### src/rtl/alu_ui_pkg.sv
// alu_ui_pkg: shared FSM encodings and debounce constants for the ALU front end
package alu_ui_pkg;
    typedef enum logic [1:0] {
        S_LOW  = 2'd0,
        S_RISE = 2'd1,
        S_HIGH = 2'd2,
        S_FALL = 2'd3
    } db_state_t;
    localparam int DEBOUNCE_DEFAULT = 1000000;
    localparam int SIM_DEBOUNCE     = 4;
endpackage

### src/rtl/debounce_cell.sv
// debounce_cell: 2-flop synchroniser plus counting FSM that qualifies level changes and flags accepted presses
module debounce_cell
    import alu_ui_pkg::*;
#(
    parameter int DEBOUNCE_CYCLES = DEBOUNCE_DEFAULT,
    parameter int CNT_W           = 20
) (
    input  logic clk,
    input  logic rst,
    input  logic din_raw,
    output logic level,
    output logic rise_pulse
);
    localparam logic [CNT_W-1:0] LAST = CNT_W'(DEBOUNCE_CYCLES - 1);
    logic [1:0]       sync_q;
    db_state_t        state_q;
    logic [CNT_W-1:0] cnt_q;
    logic             level_q;
    logic             pulse_q;
    logic             din_s;
    assign din_s = sync_q[1];
    // synchronise the raw input, then accept a change only after DEBOUNCE_CYCLES agreeing samples
    always_ff @(posedge clk) begin
        if (rst) begin
            sync_q  <= 2'b00;
            state_q <= S_LOW;
            cnt_q   <= '0;
            level_q <= 1'b0;
            pulse_q <= 1'b0;
        end else begin
            sync_q  <= {sync_q[0], din_raw};
            pulse_q <= 1'b0;
            case (state_q)
                S_LOW: if (din_s) begin
                    state_q <= S_RISE;
                    cnt_q   <= CNT_W'(1);
                end
                S_RISE: if (!din_s) begin
                    state_q <= S_LOW;
                    cnt_q   <= '0;
                end else if (cnt_q == LAST) begin
                    state_q <= S_HIGH;
                    level_q <= 1'b1;
                    pulse_q <= 1'b1;
                    cnt_q   <= '0;
                end else begin
                    cnt_q <= cnt_q + 1'b1;
                end
                S_HIGH: if (!din_s) begin
                    state_q <= S_FALL;
                    cnt_q   <= CNT_W'(1);
                end
                S_FALL: if (din_s) begin
                    state_q <= S_HIGH;
                    cnt_q   <= '0;
                end else if (cnt_q == LAST) begin
                    state_q <= S_LOW;
                    level_q <= 1'b0;
                    cnt_q   <= '0;
                end else begin
                    cnt_q <= cnt_q + 1'b1;
                end
                default: state_q <= S_LOW;
            endcase
        end
    end
    assign level      = level_q;
    assign rise_pulse = pulse_q;
endmodule

### src/rtl/alu_input_conditioner.sv
// alu_input_conditioner: synchronises operand switches and debounces load buttons and op switch for top_2bit_alu
module alu_input_conditioner
    import alu_ui_pkg::*;
#(
    parameter int DEBOUNCE_CYCLES = DEBOUNCE_DEFAULT,
    parameter int CNT_W           = 20
) (
    input  logic       clk,
    input  logic       rst,
    input  logic [1:0] inA_raw,
    input  logic [1:0] inB_raw,
    input  logic       btnA_raw,
    input  logic       btnB_raw,
    input  logic       op_raw,
    output logic [1:0] inA,
    output logic [1:0] inB,
    output logic       btnLoadA,
    output logic       btnLoadB,
    output logic       op
);
    logic [1:0] a_s1_q, a_s2_q, b_s1_q, b_s2_q;
    logic       btn_a_level_unused, btn_b_level_unused, op_rise_unused;
    // operand switches only need metastability protection, not debouncing
    always_ff @(posedge clk) begin
        if (rst) begin
            a_s1_q <= 2'b00;
            a_s2_q <= 2'b00;
            b_s1_q <= 2'b00;
            b_s2_q <= 2'b00;
        end else begin
            a_s1_q <= inA_raw;
            a_s2_q <= a_s1_q;
            b_s1_q <= inB_raw;
            b_s2_q <= b_s1_q;
        end
    end
    debounce_cell #(.DEBOUNCE_CYCLES(DEBOUNCE_CYCLES), .CNT_W(CNT_W)) u_btn_a (
        .clk(clk), .rst(rst), .din_raw(btnA_raw), .level(btn_a_level_unused), .rise_pulse(btnLoadA)
    );
    debounce_cell #(.DEBOUNCE_CYCLES(DEBOUNCE_CYCLES), .CNT_W(CNT_W)) u_btn_b (
        .clk(clk), .rst(rst), .din_raw(btnB_raw), .level(btn_b_level_unused), .rise_pulse(btnLoadB)
    );
    debounce_cell #(.DEBOUNCE_CYCLES(DEBOUNCE_CYCLES), .CNT_W(CNT_W)) u_op (
        .clk(clk), .rst(rst), .din_raw(op_raw), .level(op), .rise_pulse(op_rise_unused)
    );
    assign inA = a_s2_q;
    assign inB = b_s2_q;
endmodule

### config.mk
export PLATFORM = sky130hd
export DESIGN_NAME = alu_input_conditioner
export DESIGN_NICKNAME = d
export VERILOG_FILES = /design/src/rtl/alu_ui_pkg.sv /design/src/rtl/debounce_cell.sv /design/src/rtl/alu_input_conditioner.sv
export SDC_FILE = /design/constraint.sdc
export NUM_CORES = 1
export LEC_CHECK = 0
export ABC_AREA = 1
export ABC_CLOCK_PERIOD_IN_PS = 2150
export CORE_MARGIN = 2
export CORE_UTILIZATION = 35
export CTS_CLUSTER_SIZE = 10
export DETAILED_ROUTE_END_ITERATION = 7
export PLACE_DENSITY_LB_ADDON = 0.25
export SETUP_SLACK_MARGIN = 0.1
export SYNTH_ARGS = -nofsm -noshare
export SYNTH_HDL_FRONTEND = slang
export SYNTH_SLANG_ARGS = --single-unit
### constraint.sdc
create_clock -name clk -period 2.15 [get_ports clk]
set_input_delay 0.3225 -clock clk [delete_from_list [all_inputs] [get_ports clk]]
set_output_delay 0.3225 -clock clk [all_outputs]
set_load 0.01 [all_outputs]
Word-level counts from Yosys, hierarchy flattened
Cells that the tools add are included.

operators by class
  $add $sub $neg = 3
  $mul = 0
  divide/modulo/power cells = 0
  $lt $le $gt $ge = 0
  equal/unequal tests = 28
  shift-type cells = 0
  muxes and demuxes = 46
  bitwise logic cells = 4
  reductions and logical operators = 13

operators by type and width
  kind                   count
  $mux 20                15
  $pmux 20 s4            3
  $add 20x1->20 const B  3
  $eq 20x20->1 const B   3
  $mux 2                 18
  $pmux 2 s4             3
  $eq 2x2->1 const B     6
  $ne 2x1->1 const B     6
  $reduce_and 4->1       3
  $ne 3x1->1 const B     3
  $ne 3x3->1 const B     3
  $ne 2x2->1 const B     4
  $eq 2x1->1 const B     3
  $logic_not 2->1        3
  $mux 1                 6
  $reduce_and 2->1       3
  $reduce_or 3->1        2
  $reduce_and 5->1       1
  $not 1->1              4
  $pmux 1 s2             1
  $reduce_bool 2->1      1

word-level totals
  register bits = 83
  bits in latches = 0
  memory bits (writable) = 0
  ROM bits = 0
  bits of input ports = 9
  word-level logic and storage cells = 110
  memories = 0

Depth between registers and ports, before layout
  depth in word-level cells = 4
  gate-level depth with buffers = 11
  depth with buffers taken out = 11

By module
From an unflattened synthesis, not the netlist that was laid out.

unflattened totals
  cell total of the unflattened synthesis = 743
  area, all modules = 4824.6 um2

modules (own cells, without submodules)
  module                        times used  cells each  area an instance (um2)
  debounce_cell at u_btn_a ...  2           237         1537.7
  debounce_cell at u_op         1           244         1517.7
  alu_input_conditioner         1           25          231.5

Worst setup path after synthesis
Ideal clock, no wire load.

  kind = register -> register
  from = reg u_btn_a.cnt_q[0]
  to = reg u_btn_a.cnt_q[14]
  library setup time = 0.133 ns
  arrival = 1.441 ns
  setup slack = 0.576 ns
  cell stages (with the launch flop) = 10
  path buffers = 1
  clock period less this slack = 1.574 ns
  cell sequence = dfxtp_1 -> ha_1 -> inv_1 -> nor3_4 -> nand3_4 -> nand2_8 -> inv_6 -> buf_12 -> nand3_2 -> a21oi_2

between the ends
  cells in the longest elaborated chain, start to end = 4

RTL lines
  element                                        RTL line                                  source
  start, declared                                debounce_cell.sv:17                       logic [CNT_W-1:0] cnt_q;
  start signal, assigned                         debounce_cell.sv:47                       cnt_q <= cnt_q + 1'b1;
  start signal, assigned                         debounce_cell.sv:61                       cnt_q <= cnt_q + 1'b1;
  $add 20x1->20 or $eq 20x20->1 (tied branches)  -
  $mux 20 (*)                                    debounce_cell.sv:41, debounce_cell.sv:56
  $mux 20, on equally long branches              debounce_cell.sv:53, debounce_cell.sv:38
  $pmux 20 s4 (*)                                debounce_cell.sv:33                       case (state_q)

Mark *: on every way between the ends. The rest lies on a longest branch, timed or not.
A chain may end at the register's enable or synchronous reset.

Worst setup path after layout
  from = reg u_btn_b.cnt_q[1]
  to = reg u_btn_b.cnt_q[10]

between the ends
  cells in the longest elaborated chain, start to end = 4

RTL lines
  element                                        RTL line
  start, declared                                debounce_cell.sv:17
  start signal, assigned                         debounce_cell.sv:47
  start signal, assigned                         debounce_cell.sv:61
  $add 20x1->20 or $eq 20x20->1 (tied branches)  -
  $mux 20 (*)                                    debounce_cell.sv:41, debounce_cell.sv:56
  $mux 20, on equally long branches              debounce_cell.sv:53, debounce_cell.sv:38
  $pmux 20 s4 (*)                                debounce_cell.sv:33

Marked as above.

==> results.txt <==
status: finished, final reports clean
critical path type: reg2reg
vias per inst: 4.716
worst r2r dst: u_btn_b.cnt_q[10]
FF+latch count, synth: 83
CTS Buf Count: 9
final setup vio count: 0
CTS root buf: clkbuf_16
hold_sp: rst
R2R depth: 8
crit path DAT: 2020 ps
CP bufs+invs: 1
CTS tree: built
final slew viol count: 0
Worst EP required: 2380 ps
most frequent cell after synthesis: nand2_1
max incr delay on CP: 360 ps
cell leakage power: 1.973 nW
ant diodes: 0
sequential share of the synthesized area: 36.42%
Detailed Place HPWL: 7.287 mm
setup TNS: 0 ps
routability cong.: 0.8384
die height: 118.2 um
Achievable Freq: 560.7 MHz
peak supply drop: 0.0004942 V
CTS Sinks: 83
routed wire length per instance: 11.21 um
Post-CTS Setup Bufs: 0
Slew @ Worst Pin: 348.9 ps
Post-route DRC: 0
syn avg cell area: 6.380 sq um
Design Area, Final: 5185 sq um
Slew headroom: 76.56%
final hold vios: 0
CP top delay family: simple AND/OR/NAND/NOR gates
Synth Net Count: 727
crit path max fanout: 12
Routed Antenna Nets: 0
core area: 12670 sq um
Post-synth ARST share: 0%
Reg2Reg Setup Slack: 370 ps
fill cell total of the finished layout: 1370
IO Port Bufs: 15
dpl cell area: 4892 sq um
Worst Hold Path EP: inB[0]
H-tree levels: 3
RSZ-0062 raised after global routing: no
WHS Path Cells: 2
GRT Residual Overflow: 0
period utilisation layout: 82.96%
Crit-path slowest cell: dfxtp_1
Worst Hold Class: in2reg
CTS clk-pin slew, worst paths: 70 ps
Post-Synthesis Cell Area: 4562 sq um
Top FF cell, synth: dfxtp_1
first-pass GRT wire length: 18.21 mm
max_cap viols: 0
1st-iter DRT viols: 244
die area: 13960 sq um
final hold slack: 318.1 ps
nets: 743
ranking of synthesized cells by area: dfxtp_1 36%, nand2_1 17%, inv_1 8.6%
io pins: 16
Clock Skew: 5.177 ps
row cnt: 41
total power draw: 0.003288 W
layout cell share with drive strength beyond 1: 8.424%
vias in the first global route: 4000
clk buf depth: 2
DR pass1 iterations: 4
largest net degree at the start of global routing: 34
post-synth cell types: 39
vias: 4282
element type at the critical path end: flop
PD cells: 634.1 nW/um^2
top post-synthesis cells by count: 204 x nand2_1, 105 x inv_1, 102 x nor2_1, 83 x dfxtp_1, 49 x nand3_1
chip width: 118.2 um
Post-synth EDFFs: 0
dominant cell type by area after synthesis: dfxtp_1
multi-input logic area: 2410 sq um
crit-path cells: ha_1 -> nand3_1 -> nor3_2 -> nand3_4 -> nand2_2 -> inv_1 -> nand2_1 -> a21oi_1
RR Startpoint: u_btn_b.cnt_q[1]
Sequential cell area: 1662 sq um
worst skew pair latency: 350 ps
Startpoint Class: flop
Syn Inst Count: 715
min Tclk post-route: 1784 ps
Synth-to-Final Area Change: 13.66%
Initial Util: 36.00%
routed wire length: 10.18 mm
antenna violations before repair: 0
total track usage: 15.56%
Synth top area share: 36.42%
Synthesis Warnings: 0
cell usage in the layout (no fill, tap or decap), types with 2 or more instances in the layout:
cell type,Yosys,final
nand4_1,17,17
nand2_1,204,204
a21oi_2,11,11
nor2_1,102,102
clkbuf_16,0,9
clkdlybuf4s50_1,0,14
nand2_2,5,5
clkinv_4,0,3
inv_1,105,105
nand3_1,49,49
xor2_1,6,6
ha_1,3,3
nand3b_1,2,2
or2_2,4,4
xnor2_1,2,2
dfxtp_1,83,83
a21oi_1,37,37
inv_6,1,3
buf_4,0,5
nand3_4,1,2
nor2_2,4,4
o21ai_0,27,27
nor3_1,12,12
and3_1,2,2
nand3_2,8,7
layer usage:
layer / wire, um / GRT usage [%]
met5: 0 / 0
met2: 4767 / 25.98
met1: 4993 / 19.47
met4: 184 / 7.154
met3: 231 / 2.751
kinds of logic after synthesis:
logic type | after synthesis | synth area share [%]
AO/OA/AOI/OAI | 81 | 10.15
XOR/XNOR | 8 | 1.536
adder cells (fa/ha/maj) | 3 | 0.8229
buffers and inverters | 124 | 10.92
flip-flops | 83 | 36.42
AND/OR/NAND/NOR | 416 | 40.15
how the worst max path moves through the flow:
stage                           startpoint                 to  slack, ps  cells after the start
after global routing      u_btn_b.cnt_q[1]  u_btn_b.cnt_q[13]        200                      8
after detailed placement  u_btn_b.cnt_q[1]  u_btn_b.cnt_q[17]        290                      8
after floorplan           u_btn_a.cnt_q[0]  u_btn_a.cnt_q[14]        580                      9
after global placement    u_btn_b.cnt_q[1]  u_btn_b.cnt_q[17]        410                      8
final                     u_btn_b.cnt_q[1]  u_btn_b.cnt_q[10]        370                      8
after CTS                 u_btn_b.cnt_q[1]  u_btn_b.cnt_q[17]        290                      8
state kept, by name, summed over array words and instances (netlist names), 2 cells and up, named ones only:
name / count
a_s1_q: 2
u_btn_a.cnt_q: 20
inB: 2
u_btn_b.cnt_q: 20
u_op.sync_q: 2
u_btn_b.sync_q: 2
u_btn_a.sync_q: 2
inA: 2
u_op.cnt_q: 20
b_s1_q: 2
where the power goes:
part / switching [W] / internal, W
Clock: 0.000699 / 0.000803
Sequential: 0.0000163 / 0.00156
Combinational: 0.000142 / 0.0000655
Total: 0.000857 / 0.00243
cell type report:
| type | instances | area share, % |
|---|---|---|
| repair buffers | 21 | 3.909 |
| clock inverters | 7 | 1.158 |
| multi-input cells | 508 | 46.48 |
| inverters | 108 | 7.915 |
| well taps | 172 | 4.151 |
| clock buffers | 9 | 4.344 |
| flip-flops and latches | 83 | 32.05 |
timing repair:
action | 4_1_cts | 5_1_grt
hold endpoints to repair | 0 | 0
gates resized for setup | 0 | 1
hold buffers | 0 | 0
endpoints found under the setup margin | 0 | 1
per-stage QoR:
| stage | util (%) | cells | worst slack, ps |
|---|---|---|---|
| 2_1_floorplan | - | 715 | 575.6 |
| 3_3_place_gp | 38.61 | 892 | 408.7 |
| 3_5_place_dp | 38.61 | 892 | 287.6 |
| 4_1_cts | 40.86 | 908 | 291.4 |
| 5_1_grt | 40.92 | 908 | 195.7 |
| 6_report | 40.92 | 908 | 366.4 |
Power figures use the tool's default switching activity.
